[config.mk]
export PLATFORM = sky130hd
export DESIGN_NAME = az_ctrl_seq
export DESIGN_NICKNAME = d
export VERILOG_FILES = /design/src/rtl/az_ctrl_seq.sv
export SDC_FILE = /design/constraint.sdc
export NUM_CORES = 1
export LEC_CHECK = 0
export ABC_AREA = 0
export CAP_MARGIN = 25
export CORE_MARGIN = 5
export CORE_UTILIZATION = 53
export CTS_BUF_LIST = sky130_fd_sc_hd__clkbuf_4 sky130_fd_sc_hd__clkbuf_8 sky130_fd_sc_hd__clkbuf_16
export DETAILED_ROUTE_END_ITERATION = 6
export PLACE_DENSITY = 0.87
export SLEW_MARGIN = 20
export SYNTH_ARGS = -nofsm -noshare
export SYNTH_HDL_FRONTEND = slang
export SYNTH_SLANG_ARGS = --single-unit
[constraint.sdc]
create_clock -name clk -period 2.55 [get_ports clk]
set_input_delay 0.255 -clock clk [delete_from_list [all_inputs] [get_ports clk]]
set_output_delay 0.255 -clock clk [all_outputs]
set_load 0.02 [all_outputs]
[src/rtl/az_ctrl_seq.sv]
// az_ctrl_seq -- instruction sequencer for the AZ10 stack processor.
//
// Each instruction is fetched at the current PC value and its 4-bit opcode
// is decoded. The block then drives control_bus and runs the stack/ALU
// handshakes. Finally it pulses pc_en and waits out the PC latency before
// the next fetch. All outputs are registered. The block is the only master
// of control_bus.
//
// Ports:
//   clk          single clock, rising edge
//   rstn         synchronous active-low reset
//   start        leave IDLE and begin execution
//   pc           current PC value
//   imem_addr    instruction memory address (memory has 1-cycle read latency)
//   imem_data    instruction word {opcode[3:0], immediate[DATA_LEN-1:0]}
//   control_bus  decoded opcode, DECODE through WAIT, else 0
//   pc_en        one-cycle PC advance strobe
//   stk_req      stack request; stk_push selects push(1)/pop(0)
//   stk_wdata    push data (immediate)
//   stk_ack      stack operation done
//   stk_full     stack status, sampled in DECODE
//   stk_empty    stack status, sampled in DECODE
//   alu_go       ALU start request
//   alu_done     ALU operation complete
//   busy         high in every state except IDLE and HALTED
//   halted       high in HALTED
//   err          sticky error flag, cleared only by reset
module az_ctrl_seq #(
  parameter int INST_CAP = 20,
  parameter int DATA_LEN = 8,
  parameter int TIMEOUT  = 15
) (
  input  logic                       clk,
  input  logic                       rstn,
  input  logic                       start,
  input  logic [$clog2(INST_CAP):0]  pc,
  output logic [$clog2(INST_CAP):0]  imem_addr,
  input  logic [DATA_LEN+3:0]        imem_data,
  output logic [3:0]                 control_bus,
  output logic                       pc_en,
  output logic                       stk_req,
  output logic                       stk_push,
  output logic [DATA_LEN-1:0]        stk_wdata,
  input  logic                       stk_ack,
  input  logic                       stk_full,
  input  logic                       stk_empty,
  output logic                       alu_go,
  input  logic                       alu_done,
  output logic                       busy,
  output logic                       halted,
  output logic                       err
);

  localparam int IW    = DATA_LEN + 4;
  localparam int CNT_W = (TIMEOUT > 1) ? $clog2(TIMEOUT) : 1;
  localparam logic [CNT_W-1:0] CNT_LAST = CNT_W'(TIMEOUT - 1);
  localparam logic [CNT_W-1:0] CNT_ONE  = CNT_W'(1);

  localparam logic [3:0] OP_NOP  = 4'd0;
  localparam logic [3:0] OP_PUSH = 4'd1;
  localparam logic [3:0] OP_POP  = 4'd2;
  localparam logic [3:0] OP_JMP  = 4'd3;
  localparam logic [3:0] OP_JZ   = 4'd4;
  localparam logic [3:0] OP_JS   = 4'd5;
  localparam logic [3:0] OP_ADD  = 4'd6;
  localparam logic [3:0] OP_SUB  = 4'd7;
  localparam logic [3:0] OP_HALT = 4'd15;

  typedef enum logic [2:0] {
    S_IDLE   = 3'd0,
    S_FETCH  = 3'd1,
    S_LOAD   = 3'd2,
    S_DECODE = 3'd3,
    S_EXEC   = 3'd4,
    S_ADV    = 3'd5,
    S_WAIT   = 3'd6,
    S_HALTED = 3'd7
  } state_t;

  function automatic logic is_branch(input logic [3:0] op);
    return (op == OP_JMP) || (op == OP_JZ) || (op == OP_JS);
  endfunction

  function automatic logic is_stack_op(input logic [3:0] op);
    return (op == OP_PUSH) || (op == OP_POP);
  endfunction

  function automatic logic is_alu_op(input logic [3:0] op);
    return (op == OP_ADD) || (op == OP_SUB);
  endfunction

  state_t               state_r;
  logic [IW-1:0]        ir_r;
  logic [CNT_W-1:0]     wait_cnt_r;
  logic                 wait_extra_r;  // one more WAIT cycle still owed (branches)

  logic [3:0]           op_s;
  logic [DATA_LEN-1:0]  imm_s;
  logic                 exec_done_s;

  assign op_s  = ir_r[IW-1:DATA_LEN];
  assign imm_s = ir_r[DATA_LEN-1:0];

  // Select the completion handshake that belongs to the instruction in EXEC.
  always_comb begin
    exec_done_s = 1'b0;
    if (is_stack_op(op_s)) begin
      exec_done_s = stk_ack;
    end else begin
      exec_done_s = alu_done;
    end
  end

  // Sequencer FSM; every output is registered together with the state it belongs to.
  always_ff @(posedge clk) begin
    if (!rstn) begin
      state_r      <= S_IDLE;
      ir_r         <= '0;
      wait_cnt_r   <= '0;
      wait_extra_r <= 1'b0;
      imem_addr    <= '0;
      control_bus  <= 4'd0;
      pc_en        <= 1'b0;
      stk_req      <= 1'b0;
      stk_push     <= 1'b0;
      stk_wdata    <= '0;
      alu_go       <= 1'b0;
      busy         <= 1'b0;
      halted       <= 1'b0;
      err          <= 1'b0;
    end else begin
      pc_en <= 1'b0;
      case (state_r)
        S_IDLE: begin
          if (start) begin
            // Address goes out on FETCH entry so the word is ready in LOAD.
            imem_addr <= pc;
            busy      <= 1'b1;
            state_r   <= S_FETCH;
          end
        end

        S_FETCH: begin
          state_r <= S_LOAD;
        end

        S_LOAD: begin
          ir_r        <= imem_data;
          control_bus <= imem_data[IW-1:DATA_LEN];
          state_r     <= S_DECODE;
        end

        S_DECODE: begin
          if (((op_s == OP_PUSH) && stk_full) ||
              (((op_s == OP_POP) || is_branch(op_s)) && stk_empty)) begin
            err         <= 1'b1;
            halted      <= 1'b1;
            busy        <= 1'b0;
            control_bus <= 4'd0;
            state_r     <= S_HALTED;
          end else if (op_s == OP_HALT) begin
            halted      <= 1'b1;
            busy        <= 1'b0;
            control_bus <= 4'd0;
            state_r     <= S_HALTED;
          end else if (is_stack_op(op_s)) begin
            stk_req    <= 1'b1;
            stk_push   <= (op_s == OP_PUSH);
            stk_wdata  <= imm_s;
            wait_cnt_r <= '0;
            state_r    <= S_EXEC;
          end else if (is_alu_op(op_s)) begin
            alu_go     <= 1'b1;
            wait_cnt_r <= '0;
            state_r    <= S_EXEC;
          end else begin
            // NOP, branches and reserved opcodes go straight to the PC strobe.
            wait_extra_r <= is_branch(op_s);
            pc_en        <= 1'b1;
            state_r      <= S_ADV;
          end
        end

        S_EXEC: begin
          if (exec_done_s) begin
            stk_req      <= 1'b0;
            alu_go       <= 1'b0;
            wait_extra_r <= 1'b0;
            pc_en        <= 1'b1;
            state_r      <= S_ADV;
          end else if (wait_cnt_r == CNT_LAST) begin
            stk_req     <= 1'b0;
            alu_go      <= 1'b0;
            err         <= 1'b1;
            halted      <= 1'b1;
            busy        <= 1'b0;
            control_bus <= 4'd0;
            state_r     <= S_HALTED;
          end else begin
            wait_cnt_r <= wait_cnt_r + CNT_ONE;
          end
        end

        S_ADV: begin
          state_r <= S_WAIT;
        end

        S_WAIT: begin
          if (wait_extra_r) begin
            wait_extra_r <= 1'b0;
          end else begin
            imem_addr   <= pc;
            control_bus <= 4'd0;
            state_r     <= S_FETCH;
          end
        end

        S_HALTED: begin
          state_r <= S_HALTED;
        end

        default: begin
          // Unreachable encoding: fall back to a quiet IDLE.
          state_r     <= S_IDLE;
          control_bus <= 4'd0;
          stk_req     <= 1'b0;
          alu_go      <= 1'b0;
          busy        <= 1'b0;
          halted      <= 1'b0;
        end
      endcase
    end
  end

endmodule

==> results by group, run 1 <==
Clock network
  • CTS Buf Count: 5
  • Post-CTS setup buffer count: 0
  • Clk slew on worst S/H paths: roughly 0.090 ns
  • CTS H-tree lvls: 2
  • Clock sink count: 45
  • Root Driver: clkbuf_8
  • TritonCTS clock tree: built
  • CTS Hold Buffers Added: 0
  • CTS max path bufs: 2
  • Clock latency on the worst-skew pair: 0.31 ns
  • CTS-repair resized insts: 0

STA
  • Fin Setup TNS: 0 ns
  • Worst rel slew slack: 0.5123
  • RSZ-0062 raised after global routing: false
  • Fin. Hold Viols: 0
  • Worst slew pin tran: 0.7221 ns
  • Slew Limit Fails: 0
  • Fmax: approximately 470 MHz
  • Final period util: 0.8261
  • Worst Skew: 0.01476 ns
  • Post-route minimum period: ~2.1 ns
  • # setup viols final: 0

Critical path
  • Crit start category: flip-flop
  • Reg2Reg Depth: 5
  • Crit path required time: between 2 and 3 ns
  • Crit. End Element: flip-flop
  • CP max FO: 14
  • Reg-to-Reg End: stk_push
  • Crit Path Category: flip-flop to flip-flop
  • FF-to-FF Start: state_r[0]
  • WP data arrival: about 2.4 ns
  • Reg-to-reg slack, setup: around 0.44 ns

Pwr
  • Pleak: 0.9713 nW
  • Post-layout power: roughly 1.8 mW
  • Power Dens Cells: approximately 700 nW/um^2
  • Peak VDD IR: around 0.6 mV

Hold path
  • Worst hold stages: 2
  • Min-Delay Startpoint: ir_r[3]
  • Hold EP: stk_wdata[3]
  • Hold crit path type: flip-flop to flip-flop

Synth
  • Post-Syn Area: slightly above 2000 um^2
  • Ys flop type: dfxtp_1
  • EDFF count, synth: 0
  • Seq cells post-synth: 45
  • Cell variety after synth: 50
  • FFs w/ async S/R, synth: 0
  • Syn_area_per_cell: about 8.3 um^2
  • Cells after synthesis: ~250
  • Synthesis Warnings: 0
  • Post-synthesis sequential area ratio: 0.4393
  • Mapped Nets: about 270

Layout
  • Share of cells above drive strength 1: 0.07143
  • Design area: between 2000 and 3000 um^2
  • Nets: 320
  • Commonest non-fill, non-tap cell in the layout: clkdlybuf4s50_1
  • P&R area growth vs syn: 30.69%
  • Final Core Density: 0.7212
  • ANT cells: 0
  • Most frequent cells in the layout: clkdlybuf4s50_1, nand2_1, dfxtp_1
  • Fillers: slightly below 300

Place
  • I/O Buffers: just under 50
  • Placer Congestion: 0.9216
  • DP HPWL: between 3000 and 4000 um
  • DP Area: around 2600 um^2

Route
  • WL final: ~4800 um
  • Via density per instance: 5.506
  • DRC viols: 0
  • Initial DRC Count: between 100 and 150
  • Post-DRT Antenna Nets: 0
  • Via count: ~1,900
  • DRT Pass-1 Iters: 4
  • Per-cell routed wire length: 14.02 um

Die
  • Starting density of the core: 0.5519
  • Io pins: 50
  • Cell Rows: 22
  • Die ar.: approximately 5200 um^2
  • Core area: between 3000 and 4000 um^2
  • Die H: ~72 um
  • Chip width: 72.21 um

Global route
  • GRT Residual Overflow: 0
  • Antenna violations before repair: 0
  • Largest net degree at the start of global routing: 24
  • All-layer global routing usage: 0.1935
  • First-pass GRT wire length: ~8000 um
  • Vias in the first global route: 1,828

Status
  • Status: complete, no violations

Job
  • Max cap viols: 0
## kinds of logic after synthesis
group | Yosys count | share of synthesized area
compound gates | 64 | 0.2087
fa+ha+maj | 2 | 0.01220
buf+inv | 22 | 0.04881
flops | 45 | 0.4393
xor+xnor | 4 | 0.01709
mux | 8 | 0.03905
simple gates | 102 | 0.2349
## sequential cells by signal (all words and copies together) (netlist names), 3 cells and up
register     count
stk_wdata        8
ir_r            12
imem_addr        6
state_r          3
wait_cnt_r       4
control_bus      4
## how the worst max path moves through the flow
stage	start	cells past startpoint	slack, ns	endpoint
6_report	state_r[0]	5	0.44	stk_push
3_5_place_dp	stk_empty	5	0.44	wait_cnt_r[1]
5_1_grt	ir_r[9]	5	0.31	control_bus[1]
2_1_floorplan	wait_cnt_r[0]	7	0.83	wait_cnt_r[2]
4_1_cts	ir_r[9]	5	0.48	control_bus[1]
3_3_place_gp	stk_empty	5	0.46	wait_cnt_r[1]
## final cells by class
cell class	count	area [um^2]	share of cell area
Timing Repair Buffer	54	528.0	0.1970
Inverter	7	26.28	0.009804
Multi-Input combinational cell	180	1050	0.3917
Sequential cell	45	900.9	0.3361
Clock inverter	2	38.79	0.01447
Clock buffer	6	76.32	0.02848
Tap cell	48	60.06	0.02241
## metal layers
layer / track usage / share of wire / wire length [um]
met4: 0.1044 / 0.021 / 102
met1: 0.2588 / 0.48 / 2314
met2: 0.2952 / 0.45 / 2156
met3: 0.03463 / 0.046 / 220
met5: 0 / 0 / 0
## power breakdown
part | total (mW) | internal, mW | switching, mW
clock | 0.552 | 0.305 | 0.247
sequential | 0.835 | 0.763 | 0.0722
combinational | 0.458 | 0.213 | 0.246
## metrics by stage
step	hold WS (ns)	setup slack, ns	cells
2_1_floorplan	0.3910	0.8348	247
3_3_place_gp	0.4304	0.4639	334
3_5_place_dp	0.4444	0.4449	334
4_1_cts	0.4480	0.4813	342
5_1_grt	0.4683	0.3067	342
6_report	0.4412	0.4435	342
## worst max-delay path: stages (launching register included)
cell and delay, ns:
dfxtp_1 0.63, nand3b_1 0.29, a2111oi_0 0.67, and3b_1 0.25, o21ai_0 0.07, a21oi_1 0.13
## synth_stat cells (all sizes together), types with 2 or more instances
| library cell | number | area share |
|---|---|---|
| o21ai | 12 | 0.031 |
| nand2 | 46 | 0.085 |
| dfxtp | 45 | 0.44 |
| nor3 | 3 | 0.0073 |
| a211oi | 4 | 0.015 |
| and3 | 7 | 0.021 |
| a31oi | 3 | 0.0092 |
| nand2b | 2 | 0.0061 |
| a2111oi | 2 | 0.0085 |
| a311oi | 3 | 0.021 |
| clkbuf | 7 | 0.013 |
| or3 | 2 | 0.0061 |
| ha | 2 | 0.012 |
| buf | 8 | 0.023 |
| inv | 7 | 0.013 |
| a21oi | 27 | 0.071 |
| nor2b | 2 | 0.0061 |
| o22ai | 2 | 0.0061 |
| nand3 | 17 | 0.041 |
| nand4 | 2 | 0.0061 |
| nor2 | 14 | 0.026 |
| xor2 | 3 | 0.013 |
| mux2i | 8 | 0.039 |
Note: power is estimated with default switching activity, not from simulation.
==> inputs of run 2 (changes only) <==
CORE_UTILIZATION = 44   (was 53)
PLACE_DENSITY = 0.77   (was 0.87)
clock period = 1.9 ns   (was 2.55 ns; I/O delays follow)
==> run 2 against run 1 <==
Compared with the run above:
- die area increased by 18%
- global-route usage decreased by 2.6 points
- combinational power increased by 49%
- routed wire length increased by 5.5%
- clock-buffer cell count decreased by 1
==> results by group, run 2 (synthesis results as in run 1) <==
Status
  • Status: complete, no violations

Place
  • Placed cells: 345
  • DP Area: ~2600 um^2
  • I/O Buffers: just under 50
  • Placer Congestion: 0.8543
  • DP HPWL: roughly 3700 um

Critical path
  • WP data arrival: 2.04 ns
  • Reg2Reg Depth: 7
  • Reg-to-Reg End: wait_cnt_r[2]
  • CP max FO: 6
  • Crit path required time: 2.14 ns
  • Reg-to-reg slack, setup: 0.09 ns
  • Crit. End Element: flip-flop
  • Crit Path Category: flip-flop to flip-flop
  • Crit start category: flip-flop
  • FF-to-FF Start: wait_cnt_r[0]

Pwr
  • Logic pwr share: 0.271
  • Sw Share: 0.3096
  • Part of the power in registers: 0.438
  • Clock share of power: 0.290
  • P_int: 1.734 mW
  • Pleak: approximately 1 nW
  • Psw: about 0.78 mW
  • Power Dens Cells: just over 900 nW/um^2
  • Peak VDD IR: around 0.63 mV

Clock network
  • CTS H-tree lvls: 2
  • Clock latency on the worst-skew pair: ~0.3 ns
  • CTS max path bufs: 2
  • CTS Buf Count: 5
  • Post-CTS setup buffer count: 0
  • Clock sink count: 45
  • TritonCTS clock tree: built
  • Clk slew on worst S/H paths: roughly 0.080 ns
  • Root Driver: clkbuf_8
  • CTS Hold Buffers Added: 0

Layout
  • Max reg flops: 12
  • ANT cells: 0
  • Top reg by flops: ir_r
  • Fillers: between 400 and 500
  • Largest regs: ir_r x12, stk_wdata x8, imem_addr x6
  • P&R area growth vs syn: 33.92%
  • Share of cells above drive strength 1: 0.1096
  • Final std cells w/o fill: 353
  • Commonest non-fill, non-tap cell in the layout: clkdlybuf4s50_1
  • Nets: 327
  • Most frequent cells in the layout: clkdlybuf4s50_1, nand2_1, dfxtp_1
  • Design area: 2746 um^2

Die
  • Die H: approximately 78 um
  • Die ar.: ~6000 um^2
  • Io pins: 50
  • Cell Rows: 24
  • Core area: between 4000 and 5000 um^2
  • Chip width: approximately 78 um
  • Starting density of the core: 0.4614

Job
  • Max cap viols: 0

STA
  • Slew Limit Fails: 0
  • Post-route minimum period: between 1.5 and 2 ns
  • Worst rel slew slack: 0.6964
  • Hold slack final: roughly 0.44 ns
  • Worst slew pin tran: roughly 0.45 ns
  • Fmax: roughly 550 MHz
  • RSZ-0062 raised after global routing: true
  • # setup viols final: 0
  • Final period util: 0.9516
  • Fin Setup TNS: 0 ns
  • Worst Skew: between 0.006 and 0.007 ns
  • Fin. Hold Viols: 0

Route
  • DRT Pass-1 Iters: 4
  • Via count: 1,911
  • Post-DRT Antenna Nets: 0
  • Per-cell routed wire length: about 14 um
  • Initial DRC Count: 123
  • DRC viols: 0
  • WL final: slightly above 5000 um
  • Via density per instance: between 5 and 6

Global route
  • Antenna violations before repair: 0
  • Vias in the first global route: ~1,800
  • GRT Residual Overflow: 0
  • Largest net degree at the start of global routing: 19
  • All-layer global routing usage: 0.1680
  • First-pass GRT wire length: roughly 8400 um

Hold path
  • Worst hold stages: 3
  • Min-Delay Startpoint: imem_data[6]
  • Hold crit path type: input pin to flip-flop
  • Hold EP: ir_r[6]
-- run 2: changes by cell type in the layout (fill, tap and decap cells not counted), sizes merged --
cell	previous run	this run
buf	5	12
clkbuf	6	5
clkinvlp	0	1
-- run 2: metrics by stage --
| step | setup WS, ns | util | power (mW) |
|---|---|---|---|
| after global routing | -0.01617 | 0.6180 | 2.646 |
| after floorplan | 0.1848 | - | 1.551 |
| after CTS | 0.01618 | 0.6160 | 2.516 |
| final | 0.09189 | 0.6180 | 2.512 |
| after global placement | 0.08746 | 0.5901 | 1.773 |
| after detailed placement | -0.002690 | 0.5901 | 1.788 |
-- run 2: area by class of cell --
cell class	instances	area (um^2)	share of cell area
sequential	45	907.1	0.3303
timing repair buffer	61	580.6	0.2114
inverter	7	26.28	0.009567
multi-input combinational	180	1052	0.3831
clock inverter	3	46.29	0.01686
tap	52	65.06	0.02369
clock buffer	5	68.82	0.02506
-- run 2: worst max-delay path, cell delays in order, from the launching register on --
cell and delay, ns:
dfxtp_2 0.36, inv_1 0.05, ha_1 0.21, and3_1 0.22, a311oi_4 0.32, nand2_2 0.14, or3_1 0.32, a21oi_1 0.14
-- run 2: worst max-delay path by stage --
stage	from	to
2_1_floorplan	wait_cnt_r[0]	wait_cnt_r[2]
3_3_place_gp	state_r[2]	wait_cnt_r[2]
3_5_place_dp	stk_full	control_bus[1]
4_1_cts	state_r[2]	wait_cnt_r[2]
5_1_grt	wait_cnt_r[0]	wait_cnt_r[2]
6_report	wait_cnt_r[0]	wait_cnt_r[2]
-- run 2: routing by layer --
metal | wire [um] | track usage | up-vias
met5 | 0 | 0 | -
met4 | 86 | 0.06643 | 0
met3 | 224 | 0.03204 | 8
met2 | 2286 | 0.2654 | 51
met1 | 2460 | 0.2266 | 873
li1 | - | - | 979
-- run 2: repair_timing --
item	CTS	global route
endpoints found under the hold margin	0	0
resized for setup	0	7
endpoints found under the setup margin	0	8
-- run 2: power by group through the flow --
stage / Clock [mW] / Sequential, mW / Combinational [mW]
finish: 0.730 / 1.10 / 0.682
global route: 0.786 / 1.11 / 0.748
CTS: 0.743 / 1.10 / 0.677
detailed placement: 0 / 1.12 / 0.671
global placement: 0 / 1.11 / 0.659
floorplan: 0 / 1.13 / 0.422
